`src/rtl/lane_traffic_ctrl.sv`:
```
`default_nettype none
// +----------------------------------------------------------------------------+
// | Module      : lane_traffic_ctrl                                            |
// | Description : Multi-lane car traffic generator. NUM_CARS cars, each locked |
// |               to a fixed lane Y, step in X on a shared prescaled game tick |
// |               with per-car direction and step divider, wrapping at edges.  |
// |               Optional macro CAR_LFSR_GAP_EN: a wrapping car hides for an  |
// |               LFSR-chosen number of ticks before reappearing.              |
// | Revision    : 1.0 - initial release                                        |
// +----------------------------------------------------------------------------+
module lane_traffic_ctrl #(
  parameter int                    NUM_CARS      = 4,
  parameter int                    c_MAX_X       = 20,
  parameter int                    c_CAR_SPEED   = 1,
  parameter int                    c_SLOW_COUNT  = 4000000,
  parameter int                    COUNTER_WIDTH = 26,
  parameter logic [6*NUM_CARS-1:0] c_LANE_Y      = {6'd7, 6'd9, 6'd11, 6'd13},
  parameter logic [6*NUM_CARS-1:0] c_INIT_X      = {6'd15, 6'd10, 6'd5, 6'd0},
  parameter logic [NUM_CARS-1:0]   c_DIR_MASK    = 4'b1010,
  parameter logic [3*NUM_CARS-1:0] c_STEP_DIV    = {3'd0, 3'd1, 3'd2, 3'd3}
) (
  input  logic                    i_Clk,
  input  logic                    i_Rst,
  input  logic                    i_Enable,
  input  logic                    i_Pause,
  input  logic [1:0]              i_Level,
  output logic [6*NUM_CARS-1:0]   o_Car_X,
  output logic [6*NUM_CARS-1:0]   o_Car_Y,
  output logic [NUM_CARS-1:0]     o_Car_Valid,
  output logic                    o_Tick
);

  localparam logic [5:0] c_SPEED6  = 6'(c_CAR_SPEED);
  localparam logic [5:0] c_WRAP_HI = 6'(c_MAX_X - c_CAR_SPEED);
  localparam logic [5:0] c_LAST_X  = 6'(c_MAX_X - 1);

  logic [COUNTER_WIDTH-1:0] prescaler;
  logic [31:0]              thr_raw;
  logic [31:0]              thr_m1;
  logic                     run;
  logic                     tick_fire;
  logic                     tick_q;

  // Tick threshold follows i_Level live; >= lets a lowered threshold fire at once
  always_comb begin
    thr_raw   = 32'(c_SLOW_COUNT) >> i_Level;
    thr_m1    = (thr_raw == 32'd0) ? 32'd0 : thr_raw - 32'd1;
    run       = i_Enable & ~i_Pause;
    tick_fire = run && (32'(prescaler) >= thr_m1);
  end

  // Prescaler and registered tick pulse; pause holds the count so no tick is lost
  always_ff @(posedge i_Clk or posedge i_Rst) begin
    if (i_Rst) begin
      prescaler <= '0;
      tick_q    <= 1'b0;
    end else begin
      tick_q <= tick_fire;
      if (!i_Enable) begin
        prescaler <= '0;
      end else if (tick_fire) begin
        prescaler <= '0;
      end else if (!i_Pause) begin
        prescaler <= prescaler + COUNTER_WIDTH'(1);
      end
    end
  end

  assign o_Tick = tick_q;
  assign o_Car_Y = c_LANE_Y;

`ifdef CAR_LFSR_GAP_EN
  typedef enum logic [0:0] {
    ST_ACTIVE = 1'b0,
    ST_HIDDEN = 1'b1
  } car_state_t;

  logic [7:0] lfsr;
  logic       lfsr_fb;

  assign lfsr_fb = lfsr[7] ^ lfsr[5] ^ lfsr[4] ^ lfsr[3];

  // Gap-length LFSR, advanced once per game tick
  always_ff @(posedge i_Clk or posedge i_Rst) begin
    if (i_Rst) begin
      lfsr <= 8'hA5;
    end else if (!i_Enable) begin
      lfsr <= 8'hA5;
    end else if (tick_fire) begin
      lfsr <= {lfsr[6:0], lfsr_fb};
    end
  end
`else
  assign o_Car_Valid = '1;
`endif

  for (genvar gi = 0; gi < NUM_CARS; gi++) begin : g_car
    localparam logic [5:0] c_INIT    = c_INIT_X[6*gi +: 6];
    localparam logic [2:0] c_DIV     = c_STEP_DIV[3*gi +: 3];
    localparam logic       c_DIR_NEG = c_DIR_MASK[gi];

    logic [5:0] x_q;
    logic [5:0] x_next;
    logic [2:0] step_cnt;

    // Next X for one step, wrapping to the opposite edge
    always_comb begin
      x_next = x_q;
      if (c_DIR_NEG) begin
        x_next = (x_q < c_SPEED6) ? c_LAST_X : x_q - c_SPEED6;
      end else begin
        x_next = (x_q >= c_WRAP_HI) ? 6'd0 : x_q + c_SPEED6;
      end
    end

`ifdef CAR_LFSR_GAP_EN
    car_state_t state;
    logic [2:0] gap;
    logic       valid_q;
    logic       wraps;

    assign wraps = c_DIR_NEG ? (x_q < c_SPEED6) : (x_q >= c_WRAP_HI);

    // Per-car ACTIVE/HIDDEN FSM: a wrapping car hides for an LFSR-chosen gap
    always_ff @(posedge i_Clk or posedge i_Rst) begin
      if (i_Rst) begin
        state    <= ST_ACTIVE;
        x_q      <= c_INIT;
        step_cnt <= 3'd0;
        gap      <= 3'd0;
        valid_q  <= 1'b1;
      end else if (!i_Enable) begin
        state    <= ST_ACTIVE;
        x_q      <= c_INIT;
        step_cnt <= 3'd0;
        gap      <= 3'd0;
        valid_q  <= 1'b1;
      end else if (tick_fire) begin
        case (state)
          ST_HIDDEN: begin
            // The tick that counts the gap down to zero makes the car visible
            if (gap <= 3'd1) begin
              gap     <= 3'd0;
              state   <= ST_ACTIVE;
              valid_q <= 1'b1;
            end else begin
              gap <= gap - 3'd1;
            end
          end
          default: begin
            if (step_cnt == c_DIV) begin
              step_cnt <= 3'd0;
              x_q      <= x_next;
              if (wraps) begin
                state   <= ST_HIDDEN;
                valid_q <= 1'b0;
                gap     <= lfsr[2:0];
              end
            end else begin
              step_cnt <= step_cnt + 3'd1;
            end
          end
        endcase
      end
    end

    assign o_Car_Valid[gi] = valid_q;
`else
    // Per-car step divider and position update on each game tick
    always_ff @(posedge i_Clk or posedge i_Rst) begin
      if (i_Rst) begin
        x_q      <= c_INIT;
        step_cnt <= 3'd0;
      end else if (!i_Enable) begin
        x_q      <= c_INIT;
        step_cnt <= 3'd0;
      end else if (tick_fire) begin
        if (step_cnt == c_DIV) begin
          step_cnt <= 3'd0;
          x_q      <= x_next;
        end else begin
          step_cnt <= step_cnt + 3'd1;
        end
      end
    end
`endif

    assign o_Car_X[6*gi +: 6] = x_q;
  end

endmodule
`default_nettype wire
```
`config.mk`:
```
export PLATFORM = sky130hd
export DESIGN_NAME = lane_traffic_ctrl
export DESIGN_NICKNAME = d
export VERILOG_FILES = /design/src/rtl/lane_traffic_ctrl.sv
export SDC_FILE = /design/constraint.sdc
export NUM_CORES = 1
export LEC_CHECK = 0
export BUFFER_PORTS_ARGS = -buffer_cell sky130_fd_sc_hd__buf_2
export CAP_MARGIN = 20
export CORE_ASPECT_RATIO = 1.4
export CORE_MARGIN = 4
export CORE_UTILIZATION = 60
export CTS_BUF_LIST = sky130_fd_sc_hd__clkbuf_8
export DETAILED_ROUTE_END_ITERATION = 8
export PLACE_DENSITY = 0.86
export SLEW_MARGIN = 5
export SYNTH_ARGS = -nofsm -noshare
export SYNTH_HDL_FRONTEND = slang
export SYNTH_SLANG_ARGS = --single-unit
```
`constraint.sdc`:
```
create_clock -name i_Clk -period 5.3 [get_ports i_Clk]
set_clock_uncertainty 0.15 [all_clocks]
set_input_delay 0.265 -clock i_Clk [delete_from_list [all_inputs] [get_ports i_Clk]]
set_output_delay 0.265 -clock i_Clk [all_outputs]
set_load 0.01 [all_outputs]
```
======== After elaboration in Yosys (flattened, before gate mapping) ========
Index checks and enable logic that the tools add are counted.
word-level totals
  register bits after elaboration ......... 63
  latch bits .............................. 0
  memory bits (writable) .................. 0
  ROM bits ................................ 0
  input port bits ......................... 6
  logic and storage cells ................. 76
  memories ................................ 0
operators by class
  add/subtract/negate cells ............... 10
  $mul .................................... 0
  div/mod/pow operators ................... 0
  order comparisons ....................... 5
  equal/unequal tests ..................... 9
  shift-type cells ........................ 1
  mux-type cells .......................... 32
  bitwise logic cells ..................... 2
  reductions and logical operators ........ 7
operator list
  operator               number
  $mux 6                 16
  $mux 26                3
  $mux 3                 12
  $ge 26x32->1           1
  $logic_not 32->1       1
  $mux 32                1
  $shr 22x2->32 const A  1
  $sub 32x1->32 const B  1
  $add 26x1->26 const B  1
  $add 3x1->3 const B    4
  $add 6x1->6 const B    2
  $ge 6x5->1 const B     2
  $lt 6x1->1 const B     2
  $sub 6x1->6 const B    2
  $ne 2x1->1 const B     5
  $reduce_and 2->1       4
  $eq 3x2->1 const B     2
  $eq 3x1->1 const B     1
  $logic_not 3->1        1
  $ne 3x2->1 const B     1
  $and 1x1->1            1
  $logic_and 1x1->1      1
  $not 1->1              1

======== Logic depth before layout (Yosys ltp) ========
  depth after elaboration ................. 7
  gate-level depth with buffers ........... 13
  gate-level depth less buffers ........... 11

======== Worst setup path after synthesis ========
OpenSTA, ideal clock, no wires.
  path type ............................... input -> register
  start ................................... input port i_Level[0]
  end ..................................... register g_car[3].step_cnt[0]
  arrival ................................. 2.403 ns
  path slack .............................. 2.615 ns
  stages .................................. 13
  path buffers ............................ 2
  path through ............................ inv_1 > ha_1 > inv_1 > ha_1 > ha_1 > nand4_1 > o221ai_1 > a211oi_2 > a221oi_4 > buf_6 > buf_4 > mux2i_1 > nor2_1
on the way
  word-level cells in the longest chain between the ends .. 6
  elaborated cells on any way between the ends .. 7
  those cells by class .................... add/sub (1); order compare (1); eq/ne (1); shift (1); mux (1); reduce/logical (2)
ends and longest elaborated chain
  what                                               line  RTL
  start, declared                                    26    input logic [1:0] i_Level,
  $shr 22x2->32 (*)                                  46    thr_raw = 32'(c_SLOW_COUNT) >> i_Level;
  $sub 32x1->32 or $logic_not 32->1 (tied branches)  47    thr_m1 = (thr_raw == 32'd0) ? 32'd0 : thr_raw - 32'd1;
  $mux 32 (*)                                        47
  $ge 26x32->1 (*)                                   49    tick_fire = run && (32'(prescaler) >= thr_m1);
  $logic_and 1x1->1 (*)                              49
  $ne 2x1->1 (no line) (*)                           n/a
  end signal, assigned                               182   step_cnt <= step_cnt + 3'd1;
  end, declared                                      104   logic [2:0] step_cnt;
Mark *: on every way between the ends. The rest lies on a longest branch, timed or not.
A chain may end at the register's enable or synchronous reset.

======== Worst setup path after layout ========
  start ................................... input port i_Level[0]
  end ..................................... register prescaler[17]
on the way
  word-level cells in the longest chain between the ends .. 7
  elaborated cells on any way between the ends .. 9
  those cells by class .................... add/sub (1); order compare (1); eq/ne (1); shift (1); mux (3); reduce/logical (2)
ends and longest elaborated chain
  what                                               line  RTL
  $shr 22x2->32 (*)                                  46
  $sub 32x1->32 or $logic_not 32->1 (tied branches)  47
  $mux 32 (*)                                        47
  $ge 26x32->1 (*)                                   49
  $logic_and 1x1->1 (*)                              49
  $mux 26                                            61    end else if (tick_fire) begin
  $mux 26                                            59    if (!i_Enable) begin
  end signal, assigned                               64    prescaler <= prescaler + COUNTER_WIDTH'(1);
  end, declared                                      37    logic [COUNTER_WIDTH-1:0] prescaler;
Marked as above.

==> impl.org <==
** Clock network
- Clock tree synthesis found a total of 63 sinks.
- H-tree levels :: 3
- Worst-Skew Late Latency :: 340 ps
- Clock-pin slew was measured on the worst setup and hold paths at 70 ps.
- Gates resized, CTS repair :: 0
- Root buffer selected by CTS :: sky130_fd_sc_hd__clkbuf_8
- Buffers from clock root to sink, at most :: 2
- After clock tree synthesis, the setup repair step added 0 buffers.
- CTS tree :: yes
- Hold buffer count at cts :: 0
- Clock tree synthesis inserted a total of 9 buffers.

** Placement
- Routability-driven placement finished with a final weighted congestion of 0.858.
- Total of buffers placed on input and output ports :: 30
- Post-place setup slack :: 1540 ps
- The HPWL after detailed placement is 5730 µm.
- Dpl cell area :: 4180 µm²
- Counting tap cells, the placed design contains a total of 546 instances.

** Layout
- Once layout is complete, the cells apart from fillers number 562.
- Fill cells in the final layout number 524.
- For this run, the post-layout net count is 505.
- The number of antenna diodes in the final layout is 0.
- From synthesis to final layout, the design area changed by 7.35%.
- The finished cells cover 4390 µm².
- Of the cells placed in the final design, the portion with a size suffix greater than 1 is 14.9%.

** Timing
- In this run the tightest slew margin relative to its limit is 38.1%.
- Final worst path period need :: 3430 ps
- Max Clock Freq :: 292 MHz
- Sum Neg Setup Slack :: 0 ps
- The final-report max-slew violation count came to 0.
- Worst hold margin :: -1.24 ps
- Count of final hold-check violations :: 1
- The final critical path takes up 64.7% of the cycle.
- At the pin with the least slew margin, the transition time is 926 ps.
- Setup violations remaining at the end of the flow were counted as 0.
- RSZ-0062 raised after global routing :: no
- In the post-route analysis, the smallest setup slack over all paths is 1870 ps.

** Logic synthesis
- Most frequently used flop master after synthesis :: sky130_fd_sc_hd__dfrtp_1
- Yosys attributes the largest share of cell area to sky130_fd_sc_hd__dfrtp_1 (34%), sky130_fd_sc_hd__ha_1 (10%), sky130_fd_sc_hd__buf_4 (5.3%), sky130_fd_sc_hd__dfstp_2 (5.1%), sky130_fd_sc_hd__nor2_1 (4.0%).
- Syn Area/Cell :: 9.33 µm²
- After synthesis, the share of flip-flops with an asynchronous set or reset is 100%.
- Counting flops and latches in the post-synthesis netlist gives 63.
- Gate count of the mapped netlist :: 438
- During synthesis, Yosys emitted a total of 0 warnings.
- Share of the synthesized area in the top cell type :: 33.7%
- In the synthesized netlist, the cells that appear most often are sky130_fd_sc_hd__dfrtp_1 (55), sky130_fd_sc_hd__nor2_1 (44), sky130_fd_sc_hd__ha_1 (34), sky130_fd_sc_hd__nand2_1 (32), sky130_fd_sc_hd__buf_4 (29).
- Share of the yosys chip area belonging to registers :: 38.8%
- Number of distinct standard cells referenced by the synthesized netlist :: 56
- EDFF count, synth :: 0
- Leading area contributor after synthesis :: sky130_fd_sc_hd__dfrtp_1
- By instance count, the leading cell after synthesis is sky130_fd_sc_hd__dfrtp_1.
- The cell area that synthesis handed to floorplanning was 4090 µm².

** Floorplanning
- Number of top-level pins :: 59
- Die outline area :: 8210 µm²
- Starting utilization of the core area :: 61.8%
- The floorplan has 35 rows.
- From bottom edge to top edge, the die measures 106 µm.
- In this run the horizontal extent of the chip is 77.7 µm.
- Placeable core area :: 6610 µm²

** Worst setup path
- In this run the worst path has a maximum fanout of 22.
- Number of buffers and inverters on the critical path :: 3
- Worst path slowest cell :: sky130_fd_sc_hd__a221oi_4
- Ordered cell list for the critical path :: buf_2, inv_1, ha_1, inv_1, ha_1, ha_1, nand4_1, o221ai_1, a211oi_2, a221oi_4, nand2b_1, nor2_1
- In this run the critical register-to-register path is launched from prescaler[15].
- Data on the critical path is required at its endpoint by 5340 ps.
- Kind of critical path :: primary input to register
- The most numerous cell type found on the critical path is sky130_fd_sc_hd__ha_1.
- Among cell families on the critical path, the largest total delay comes from compound AO/OA/AOI/OAI gates.
- At the worst endpoint, the arrival time is 3460 ps.
- STA classifies the critical path startpoint as a primary input.
- Worst setup path startpoint :: i_Level[0]
- Delay of the slowest cell on the worst path :: 750 ps
- STA classifies the critical path endpoint as a register.

** Drt
- The pre-antenna-repair detailed-routing pass consisted of 5 iterations.
- The detailed router finished its first iteration with 216 violations.
- In the routed layout, each cell is associated on average with a via count of 5.63.
- Final wirelength :: 8160 µm
- Final routed wire length divided by cell count :: 14.5 µm
- The detail route stage leaves a number of antenna-violating nets equal to 0.
- Vias :: 3,165
- DRC viols :: 0

** Power
- Clock Power Share :: 42.4%
- Summing internal, switching and leakage power gives 0.982 mW.
- Standby leakage power :: 2.22 nW
- Power per cell area :: 224 nW/µm²
- Of the total power, the share spent switching nets is 24.1%.
- Portion of total power attributed to combinational logic :: 7.4%
- Internal power component :: 0.745 mW
- VDD IR-drop max :: 0.228 mV
- Power dissipated by switching net loads :: 0.237 mW
- Per report_power, the sequential group accounts for 50.2% of the total.

** Job
- Max-cap violations in this run came to 0.

** Global route
- Antenna violations before repair :: 0
- Remaining Overflow, GRT :: 0
- Via count of the first global-routing pass :: 3,169
- The first global-routing pass estimated 14,000 µm of wire.
- Entering global routing, the biggest net connects 64 pins.
- Across every metal layer, demand over resource in global routing totals 20.9%.

** Outcome
- The final reports fail on negative hold slack.
- The flow ran to the end, but the final reports show violations.

** Min path
- In this run the worst hold path is classified as primary input to async pin.
## layout by cell type, fill, tap and decap left out, types with 2 or more instances in the layout
| cell type | synthesis | layout |
|---|---|---|
| sky130_fd_sc_hd__nand2_1 | 32 | 32 |
| sky130_fd_sc_hd__a211oi_1 | 3 | 3 |
| sky130_fd_sc_hd__and2_1 | 3 | 3 |
| sky130_fd_sc_hd__a21bo_2 | 2 | 2 |
| sky130_fd_sc_hd__o221ai_1 | 2 | 2 |
| sky130_fd_sc_hd__nand3_1 | 22 | 22 |
| sky130_fd_sc_hd__and4_1 | 8 | 8 |
| sky130_fd_sc_hd__xnor2_1 | 10 | 10 |
| sky130_fd_sc_hd__nor3_1 | 10 | 10 |
| sky130_fd_sc_hd__a21oi_1 | 21 | 21 |
| sky130_fd_sc_hd__conb_1 | 2 | 29 |
| sky130_fd_sc_hd__nand2b_1 | 11 | 11 |
| sky130_fd_sc_hd__nand4_1 | 12 | 12 |
| sky130_fd_sc_hd__ha_1 | 34 | 34 |
| sky130_fd_sc_hd__dfrtp_1 | 55 | 55 |
| sky130_fd_sc_hd__or4_1 | 4 | 4 |
| sky130_fd_sc_hd__nor4_2 | 2 | 2 |
| sky130_fd_sc_hd__nor2_1 | 44 | 44 |
| sky130_fd_sc_hd__nor3b_1 | 3 | 3 |
| sky130_fd_sc_hd__mux2i_1 | 13 | 13 |
| sky130_fd_sc_hd__buf_4 | 29 | 2 |
| sky130_fd_sc_hd__and3_1 | 6 | 6 |
| sky130_fd_sc_hd__inv_1 | 27 | 28 |
| sky130_fd_sc_hd__mux2_2 | 2 | 2 |
| sky130_fd_sc_hd__nand3b_1 | 4 | 4 |
| sky130_fd_sc_hd__buf_2 | 4 | 30 |
| sky130_fd_sc_hd__a221o_1 | 2 | 2 |
| sky130_fd_sc_hd__xor2_1 | 11 | 11 |
| sky130_fd_sc_hd__dfstp_2 | 8 | 8 |
| sky130_fd_sc_hd__a31oi_1 | 9 | 9 |
| sky130_fd_sc_hd__nor2b_1 | 4 | 4 |
| sky130_fd_sc_hd__a31o_2 | 4 | 4 |
| sky130_fd_sc_hd__o21ai_0 | 4 | 4 |
| sky130_fd_sc_hd__clkbuf_8 | 0 | 11 |
## path summary, 6_finish.rpt
kind | to | slack (ps) | cells after the start
setup / recovery | prescaler[17] | 1870 | 12
hold / removal | prescaler[25] | -1 | 3
setup reg to reg | prescaler[17] | 1970 | 7
hold reg to reg | g_car[0].step_cnt[2] | 350 | 2
max in group asynchronous | g_car[3].x_q[4] | 4470 | 3
min in group i_Clk | prescaler[0] | 110 | 3
## flip-flops by register name, indices dropped and copies added (netlist names)
signal	cells
g_car.step_cnt	12
g_car.x_q	24
o_Tick	1
prescaler	26
## through the flow
stage | util [%] | hold slack (ps)
global placement | 63.3 | 338
global route | 66.3 | 57.5
finish | 66.3 | -1.24
detailed placement | 63.3 | 344
floorplan | - | 324
CTS | 66.3 | 22.2
## cell type report
type	instances	area, µm²	area share [%]
multi-input cells	332	2220	50.5
inverters	27	101	2.31
flip-flops and latches	63	1590	36.2
repair buffers	32	165	3.77
clock inverters	5	50.0	1.14
clock buffers	11	151	3.45
well taps	92	115	2.62
## power by group through the flow
| stage | Sequential [mW] | Clock, mW | Combinational (mW) |
|---|---|---|---|
| 2_1_floorplan | 0.502 | 0 | 0.0678 |
| 3_3_place_gp | 0.501 | 0 | 0.0708 |
| 3_5_place_dp | 0.501 | 0 | 0.0733 |
| 4_1_cts | 0.493 | 0.422 | 0.0734 |
| 5_1_grt | 0.493 | 0.449 | 0.0863 |
| 6_report | 0.493 | 0.417 | 0.0728 |
## worst reg2reg max path, cell delays in order (launching register included)
cell and delay (ps):
sky130_fd_sc_hd__dfrtp_1 460, sky130_fd_sc_hd__ha_1 340, sky130_fd_sc_hd__nand2_1 90, sky130_fd_sc_hd__nor4_2 360, sky130_fd_sc_hd__a211oi_2 150, sky130_fd_sc_hd__a221oi_4 750, sky130_fd_sc_hd__nand2b_1 750, sky130_fd_sc_hd__nor2_1 140
## cells by family (layout without fill, tap and decap cells)
| logic type | Yosys count | after routing | share of synthesized area (%) |
|---|---|---|---|
| simple gates | 172 | 172 | 22.2 |
| buf+inv | 70 | 75 | 9.40 |
| flops | 63 | 63 | 38.8 |
| compound gates | 61 | 61 | 10.7 |
| fa+ha+maj | 34 | 34 | 10.4 |
| xor+xnor | 21 | 21 | 4.50 |
| mux | 15 | 15 | 3.74 |
| other cells | 2 | 29 | 0.184 |
## routing by layer
layer / track usage, % / wire, µm / vias up
met5: 0 / 0 / -
met4: 9.67 / 210 / 0
met3: 4.44 / 316 / 26
met2: 36.2 / 4250 / 75
met1: 24.5 / 3380 / 1528
li1: - / - / 1536
(Power assumes the default switching activity.)
